<file path="src/rtl/sysctl_pkg.sv">
// Shared types and helpers for the system-control reset / clock-enable block.
package sysctl_pkg;

    typedef enum logic [1:0] {
        ST_RUN     = 2'd0,
        ST_HOLD    = 2'd1,
        ST_STRETCH = 2'd2
    } state_t;

    localparam int CAUSE_RESET = 0;

    // Divider wide enough for the slowest enable, which divides by 2^(base+num-1).
    function automatic int div_width(input int base_log2, input int ce_num);
        return base_log2 + ce_num - 1;
    endfunction

endpackage

</file>
<file path="src/rtl/sysctl_ce_div.sv">
// Free-running divider producing phase-aligned one-cycle clock enables.
module sysctl_ce_div
    import sysctl_pkg::*;
#(
    parameter int CE_NUM       = 2,
    parameter int CE_BASE_LOG2 = 2
) (
    input  logic              clk_sys,
    input  logic              clear,
    output logic [CE_NUM-1:0] ce_o
);

    localparam int DW = div_width(CE_BASE_LOG2, CE_NUM);

    logic [DW-1:0]     div_q;
    logic [CE_NUM-1:0] ce_d;

    // Enable n fires when the low CE_BASE_LOG2+n divider bits are all zero.
    always_comb begin
        ce_d = '0;
        for (int n = 0; n < CE_NUM; n++) begin
            ce_d[n] = !clear && ((div_q & DW'((1 << (CE_BASE_LOG2 + n)) - 1)) == '0);
        end
    end

    always_ff @(posedge clk_sys) begin
        if (clear) begin
            div_q <= '0;
        end else begin
            div_q <= div_q + DW'(1);
        end
        ce_o <= ce_d;
    end

endmodule

</file>
<file path="src/rtl/sysctl_reset_ce.sv">
// Core reset merger/stretcher with cause reporting plus clock-enable bank.
// Optional reset on configuration change: define SYSCTL_CFG_RST_EN.
module sysctl_reset_ce
    import sysctl_pkg::*;
#(
    parameter int CE_NUM       = 2,
    parameter int CE_BASE_LOG2 = 2,
    parameter int SRC_NUM      = 4,
    parameter int CFG_W        = 5,
    parameter int STRETCH      = 16
) (
    input  logic               clk_sys,
    input  logic               reset,
    input  logic [SRC_NUM-1:0] rst_src_i,
    input  logic [CFG_W-1:0]   cfg_i,
    output logic               sys_reset_o,
    output logic               rst_done_o,
    output logic [SRC_NUM+1:0] rst_cause_o,
    output logic [CE_NUM-1:0]  ce_o
);

    localparam int             CW             = SRC_NUM + 2;
    localparam logic [15:0]    STRETCH_M1     = 16'(STRETCH - 1);
    localparam logic [CW-1:0]  CAUSE_ON_RESET = CW'(1) << CAUSE_RESET;

    state_t          state_q, state_d;
    logic [15:0]     cnt_q, cnt_d;
    logic            cfg_chg;
    logic [CW-1:0]   req_bits;
    logic            req;
    logic            sys_reset_q;
    logic            done_q;
    logic [CW-1:0]   cause_q;
    logic            div_clear;

`ifdef SYSCTL_CFG_RST_EN
    logic [CFG_W-1:0] cfg_q;

    always_ff @(posedge clk_sys) begin
        cfg_q <= cfg_i;
    end

    assign cfg_chg = (cfg_i != cfg_q);
`else
    logic unused_cfg;

    assign unused_cfg = ^cfg_i;
    assign cfg_chg    = 1'b0;
`endif

    assign req_bits = {cfg_chg, rst_src_i, reset};
    assign req      = |req_bits;

    // The HOLD cycle counts as the first stretch cycle so reset lasts exactly STRETCH cycles.
    always_comb begin
        state_d = state_q;
        cnt_d   = cnt_q;
        unique case (state_q)
            ST_RUN: begin
                if (req) begin
                    state_d = ST_HOLD;
                    cnt_d   = STRETCH_M1;
                end
            end
            ST_HOLD, ST_STRETCH: begin
                if (req) begin
                    state_d = ST_HOLD;
                    cnt_d   = STRETCH_M1;
                end else if (cnt_q == 16'd0) begin
                    state_d = ST_RUN;
                end else begin
                    state_d = ST_STRETCH;
                    cnt_d   = cnt_q - 16'd1;
                end
            end
            default: begin
                state_d = ST_HOLD;
                cnt_d   = STRETCH_M1;
            end
        endcase
    end

    always_ff @(posedge clk_sys) begin
        if (reset) begin
            state_q     <= ST_HOLD;
            cnt_q       <= STRETCH_M1;
            sys_reset_q <= 1'b1;
            done_q      <= 1'b0;
            cause_q     <= CAUSE_ON_RESET;
        end else begin
            state_q     <= state_d;
            cnt_q       <= cnt_d;
            sys_reset_q <= (state_d != ST_RUN);
            done_q      <= sys_reset_q && (state_d == ST_RUN);
            // A fresh episode forgets the previous cause; an ongoing one accumulates.
            if (state_q == ST_RUN) begin
                if (req) begin
                    cause_q <= req_bits;
                end
            end else begin
                cause_q <= cause_q | req_bits;
            end
        end
    end

    assign div_clear = sys_reset_q | reset;

    sysctl_ce_div #(
        .CE_NUM      (CE_NUM),
        .CE_BASE_LOG2(CE_BASE_LOG2)
    ) u_ce_div (
        .clk_sys(clk_sys),
        .clear  (div_clear),
        .ce_o   (ce_o)
    );

    assign sys_reset_o = sys_reset_q;
    assign rst_done_o  = done_q;
    assign rst_cause_o = cause_q;

endmodule

</file>
<file path="config.mk">
export PLATFORM = sky130hd
export DESIGN_NAME = sysctl_reset_ce
export DESIGN_NICKNAME = d
export VERILOG_FILES = /design/src/rtl/sysctl_pkg.sv /design/src/rtl/sysctl_ce_div.sv /design/src/rtl/sysctl_reset_ce.sv
export SDC_FILE = /design/constraint.sdc
export NUM_CORES = 1
export LEC_CHECK = 0
export CAP_MARGIN = 20
export CORE_MARGIN = 3
export CORE_UTILIZATION = 35
export CTS_CLUSTER_SIZE = 40
export DETAILED_ROUTE_END_ITERATION = 12
export DONT_BUFFER_PORTS = 1
export GPL_TIMING_DRIVEN = 0
export PLACE_DENSITY = 0.5
export SETUP_SLACK_MARGIN = 0.15
export SLEW_MARGIN = 20
export SYNTH_ARGS = -nofsm -noshare
export SYNTH_HDL_FRONTEND = slang
export SYNTH_SLANG_ARGS = --single-unit
</file>
<file path="constraint.sdc">
create_clock -name clk_sys -period 5.58 [get_ports clk_sys]
set_input_delay 0.558 -clock clk_sys [delete_from_list [all_inputs] [get_ports clk_sys]]
set_output_delay 0.558 -clock clk_sys [all_outputs]
set_load 0.01 [all_outputs]
</file>
== Word level (Yosys, flattened, before mapping) ==
Cells that the tools add are included.
Word-level totals
  bits in registers: 31
  output and inout bits: 10
  bits of input ports: 11
  word-level logic and storage cells: 38
Operators by class
  bitwise operators: 2
  equality and inequality tests: 4
  $add $sub $neg: 2
  multiplexer cells: 10
  reduce and logical (&&, ||, !) cells: 13
Operators by type and width (number)
  2-to-1 mux 16 bit: 3
  one-hot mux 16 bit (2 select lines): 1
  zero test 16 bit: 1
  subtractor 16 x 1 -> 16 bit, second input constant: 1
  2-to-1 mux 6 bit: 2
  zero test 3 bit: 2
  2-to-1 mux 2 bit: 3
  bitwise OR 6 x 5 -> 6 bit: 1
  OR reduction 5 bit: 1
  zero test 2 bit: 2
  one-hot mux 2 bit (2 select lines): 1
  adder 3 x 1 -> 3 bit, second input constant: 1
  logical AND 1 bit: 3
  inequality test 3 bit, second input constant: 1
  == test 2 x 1 -> 1 bit, second input constant: 1
  == test 2 bit, second input constant: 1
  inequality test 2 bit, second input constant: 1
  AND reduction 2 bit: 1
  nonzero test 2 bit: 1
  OR reduction 2 bit: 1
  zero test 1 bit: 1
  bitwise OR 1 bit: 1

== Depth between registers and ports, before layout ==
  depth in word-level cells: 6
  gate-level depth with buffers: 8
  mapped depth without buffers: 7

== Modules after synthesis ==
A second synthesis with hierarchy kept.
Second synthesis, totals
  cell total of the unflattened synthesis: 168
  area, all modules: 1486.4 µm²
Modules (own cells, without submodules)
  sysctl_reset_ce: cells each 153, sequential area each 500.5 µm², area each 1311.3 µm², instances 1
  sysctl_ce_div: cells each 15, sequential area each 100.1 µm², area each 175.2 µm², instances 1

== Least setup slack after synthesis ==
OpenSTA, ideal clock, no wires.
  kind: input to register
  from: input port reset
  to: register cnt_q[13]
  cell stages on the path: 7
  buffers on the path: 2
  library setup time: 60 ps
  slack: 3314 ps
  arrival: 2207 ps
  required time: 5520 ps
  cells stage by stage: or4_1 -> buf_2 -> or3_1 -> buf_2 -> and3_4 -> a311o_1 -> nand2_1
Between the ends
  longest elaborated chain between the ends: 3
  elaborated cells between the ends (all ways): 6
  those cells by class: 2 x eq/ne; 2 x mux; 2 x reduce/logical
RTL lines
  from (decl): RTL line sysctl_reset_ce.sv:13  | input logic reset,
  OR reduction 5 bit: RTL line sysctl_reset_ce.sv:52  | assign req = |req_bits;
  2-to-1 mux 16 bit, or another cell as far along: RTL line sysctl_reset_ce.sv:66  | if (req) begin
  one-hot mux 16 bit (2 select lines) / AND reduction 2 bit (equally long branches)
  to (signal assigned): RTL line sysctl_reset_ce.sv:92  | cnt_q <= cnt_d;
  to (decl): RTL line sysctl_reset_ce.sv:27  | logic [15:0] cnt_q, cnt_d;
Several ways; a longest one is shown, not always the timed one.
A chain may end at the register's enable or synchronous reset.

== Worst setup path in the final report ==
  from: register state_q[1]
  to: register cnt_q[8]
Between the ends
  longest elaborated chain between the ends: 4
  elaborated cells between the ends (all ways): 8
  those cells by class: 4 x eq/ne; 1 x mux; 3 x reduce/logical
RTL lines
  from (decl): RTL line sysctl_reset_ce.sv:26  | state_t state_q, state_d;
  from (signal assigned): RTL line sysctl_reset_ce.sv:91  | state_q <= state_d;
  == test 2 x 1 -> 1 bit / == test 2 bit (equally long branches): RTL line sysctl_reset_ce.sv:58  | unique case (state_q)
  OR reduction 2 bit: RTL line sysctl_reset_ce.sv:58
  inequality test 3 bit (no line)
  AND reduction 2 bit (no line)
Several ways; a longest one is shown, not always the timed one.

==> flow_metrics.py <==
metrics = {
    "floorplanning": {
        "rows": 22,
        "start_util": 0.381,
        "coreArea_um2": 3830,
        "chipWidth_um": 70.5,
        "fp.dieArea_um2": 4980,
        "die_h_um": 70.5,
        "ios": 21,
    },
    "finish": {
        "drive_gt1_frac": 0.102,
        "fin_nets": 192,
        "utilization": 0.421,
        "n_antenna_cell": 0,
        "syn2layout_area_growth_pct": 10.4,
        "fin_cells": 224,
        "n_fill_cell": 389,
    },
    "power": {
        "power_uw": 410,
        "p_switching_uw": 88.7,
        "pwr_density_cell_nw_per_um2": 255,
        "irDropWorstVdd_mv": 0.128,
        "p_leak_nw": 0.611,
        "pwr-share-clk": 0.428,
        "p_int_uw": 322,
        "combPwrFrac": 0.031,
        "power_frac_seq": 0.541,
        "swShare": 0.216,
    },
    "global_routing": {
        "grt_first_pass_wirelength_mm": 5.60,
        "grt_pass1_vias": 1216,
        "grt-ovfl-total": 0,
        "antenna_found_initial": 0,
        "grt_max_degree": 11,
        "grt_usage": 0.141,
    },
    "min_path": {
        "hp-start": "rst_src_i[0]",
        "hold_depth": 2,
        "hold_class": "input pin to flop",
    },
    "timing": {
        "fin_worst_skew_ps": 5.01,
        "setup_viol": 0,
        "post-route-period-util": 0.443,
        "rsz0062_at_grt": "no",
        "fin_crit_ps": 2470,
        "final-hold-violation-count": 0,
        "worstMarginPinSlew_ps": 591,
        "finalMaxSlewViolations": 0,
        "fmax_mhz": 405,
        "maxSlewHeadroom": 0.600,
        "setup_tns_ps": 0,
    },
    "placed_design": {
        "gp_congestion": 0.744,
        "placedCellCount": 216,
        "io_buffers": 0,
        "dpl.hpwl_mm": 2.40,
    },
    "setup_path": {
        "worstPathArrival_ps": 2680,
        "cp-end-kind": "flop",
        "crit_type": "flop to flop",
        "r2r_setup_slack_ps": 3110,
        "crit_slowest_cell": "nor2_1",
        "crit_start": "state_q[1]$_SDFF_PP0_",
        "worstRegToRegCells": 7,
        "crit_family": "simple AND/OR/NAND/NOR gates",
        "r2r_start": "state_q[1]$_SDFF_PP0_",
        "critPathBufInv": 1,
        "r2r-end": "cnt_q[8]$_SDFFE_PP0P_",
        "cp_num_cells": 7,
        "path_cells": "inv_1 -> ha_1 -> nor4b_1 -> nand2_1 -> nor2_1 -> nand4_1 -> o21ai_0",
        "crit_fanout": 8,
        "cpPeakStageDelay_ps": 540,
        "crit_end": "cnt_q[8]$_SDFFE_PP0P_",
        "cp_data_required_time_ps": 5790,
        "start_kind": "flop",
    },
    "synth": {
        "ys_seq_area_frac": 0.412,
        "synth-async-reset-ratio": 0,
        "synth_warnings": 0,
        "synth_edf_count": 0,
        "synth.cell_area_um2": 1460,
        "syn-num-nets": 185,
        "syn_inst": 168,
        "yosys_most_used_dff": "dfxtp_1",
        "yosysUniqueCellTypes": 49,
        "ys_seq_elements": 30,
        "synth_area_per_cell_um2": 8.68,
    },
    "cts": {
        "ctsHoldBuffers": 0,
        "cts.sinks": 30,
        "cts_root_buffer": "clkbuf_8",
        "tritoncts": "yes",
        "cts-htree-levels": 2,
        "clock_path_buffers": 2,
        "insertion_delay_ps": 280,
        "cts_resized": 0,
        "cts.reportedPaths.clkPinSlew_ps": 60,
        "cts_setup_buffers": 0,
        "numCtsBuffers": 5,
    },
    "detailed_routing": {
        "num_vias": 1266,
        "drtAntennaViolNets": 0,
        "drt_pass1_iterations": 4,
        "avgRoutedWirePerCell_um": 14.5,
        "drt_iter0_markers": 54,
        "drcViolationCount": 0,
        "vias_per_cell": 5.65,
        "routed_wl_mm": 3.24,
    },
    "status": {
        "status": "finished clean",
    },
    "job": {
        "max_cap_viol_count": 0,
    },
}
==> cell usage in the layout (no fill, tap or decap), types with 3 or more instances in the layout <==
master    count
nand4_1       5
a211oi_1      3
a41oi_1       3
nor2b_1       3
ha_1          6
inv_1        12
o21ai_0       7
a21oi_1       9
buf_2         3
nor2_1       24
nand2_1       6
clkbuf_1      3
a31oi_1       3
nor3_1        7
clkbuf_8      6
dfxtp_1      30
==> flip-flops by register name, indices dropped and copies added, names as in the netlist <==
register and count:
cnt_q 16, rst_cause_o 5, u_ce_div.div_q 3, state_q 2, u_ce_div.ce_o 2, rst_done_o 1
sys_reset_o 1
==> power groups by stage <==
| stage | clock network (mW) | registers [mW] | logic [mW] |
|---|---|---|---|
| floorplan | 0 | 0.226 | 0.0102 |
| global placement | 0 | 0.227 | 0.0122 |
| detailed placement | 0 | 0.227 | 0.0129 |
| CTS | 0.183 | 0.222 | 0.0128 |
| global route | 0.193 | 0.222 | 0.0146 |
| finish | 0.176 | 0.222 | 0.0126 |
==> worst reg2reg max path, delay by kind of cell, from the launching register on <==
kind	cells	cell delay, ps
compound gates	1	160
buf+inv	1	60
simple gates	4	1530
flops	1	370
fa+ha+maj	1	300
==> layer usage <==
layer	share of wire	global-route usage	vias to the layer above
li1	-	-	624
met1	0.46	0.181	599
met2	0.46	0.208	35
met3	0.057	0.0568	8
met4	0.019	0.0647	0
met5	0	0	-
==> area by class of cell <==
class	count	area [µm²]	share of cell area
Multi-Input combinational cell	118	767	0.477
Sequential cell	30	601	0.373
Clock buffer	7	86.3	0.0537
Tap cell	48	60.1	0.0373
Buffer	8	45.0	0.0280
Inverter	12	45.0	0.0280
Clock inverter	1	5.00	0.00311
==> worst min-delay path by stage <==
stage / slack (ps) / end
after floorplan: 410 / u_ce_div.ce_o[1]$_DFF_P_
after global placement: 430 / u_ce_div.ce_o[1]$_DFF_P_
after detailed placement: 440 / u_ce_div.ce_o[1]$_DFF_P_
after CTS: 400 / rst_cause_o[1]$_SDFFE_PP0P_
after global routing: 430 / rst_cause_o[1]$_SDFFE_PP0P_
final: 410 / rst_cause_o[1]$_SDFFE_PP0P_
==> cell families after synthesis <==
family	after synthesis	share of synthesized area
AND/OR/NAND/NOR	66	0.254
XOR/XNOR	3	0.0180
other	1	0.00257
flip-flops	30	0.412
buffers and inverters	20	0.0618
AO/OA/AOI/OAI	42	0.200
adder cells (fa/ha/maj)	6	0.0515
==> per-stage QoR <==
step	setup WS, ps	instance area [µm²]	hold WS (ps)
2_1_floorplan	3310	1460	413
3_3_place_gp	3110	1520	427
3_5_place_dp	3030	1520	436
4_1_cts	3110	1610	398
5_1_grt	2810	1610	430
6_report	3110	1610	406
==> Yosys cell counts, types with 3 or more instances <==
library cell  instances  area [µm²]
a211oi_1              3        22.5
a31oi_1               3        18.8
inv_1                12        45.0
buf_2                 3        15.0
a41oi_1               3        26.3
nor3_1                7        35.0
ha_1                  6        75.1
nand2_1               6        22.5
a21oi_1               9        45.0
o21ai_0               7        35.0
nor2b_1               3        18.8
nor2_1               24        90.1
nand4_1               5        31.3
dfxtp_1              30         601
No activity file was read; power rests on OpenSTA's default activity.
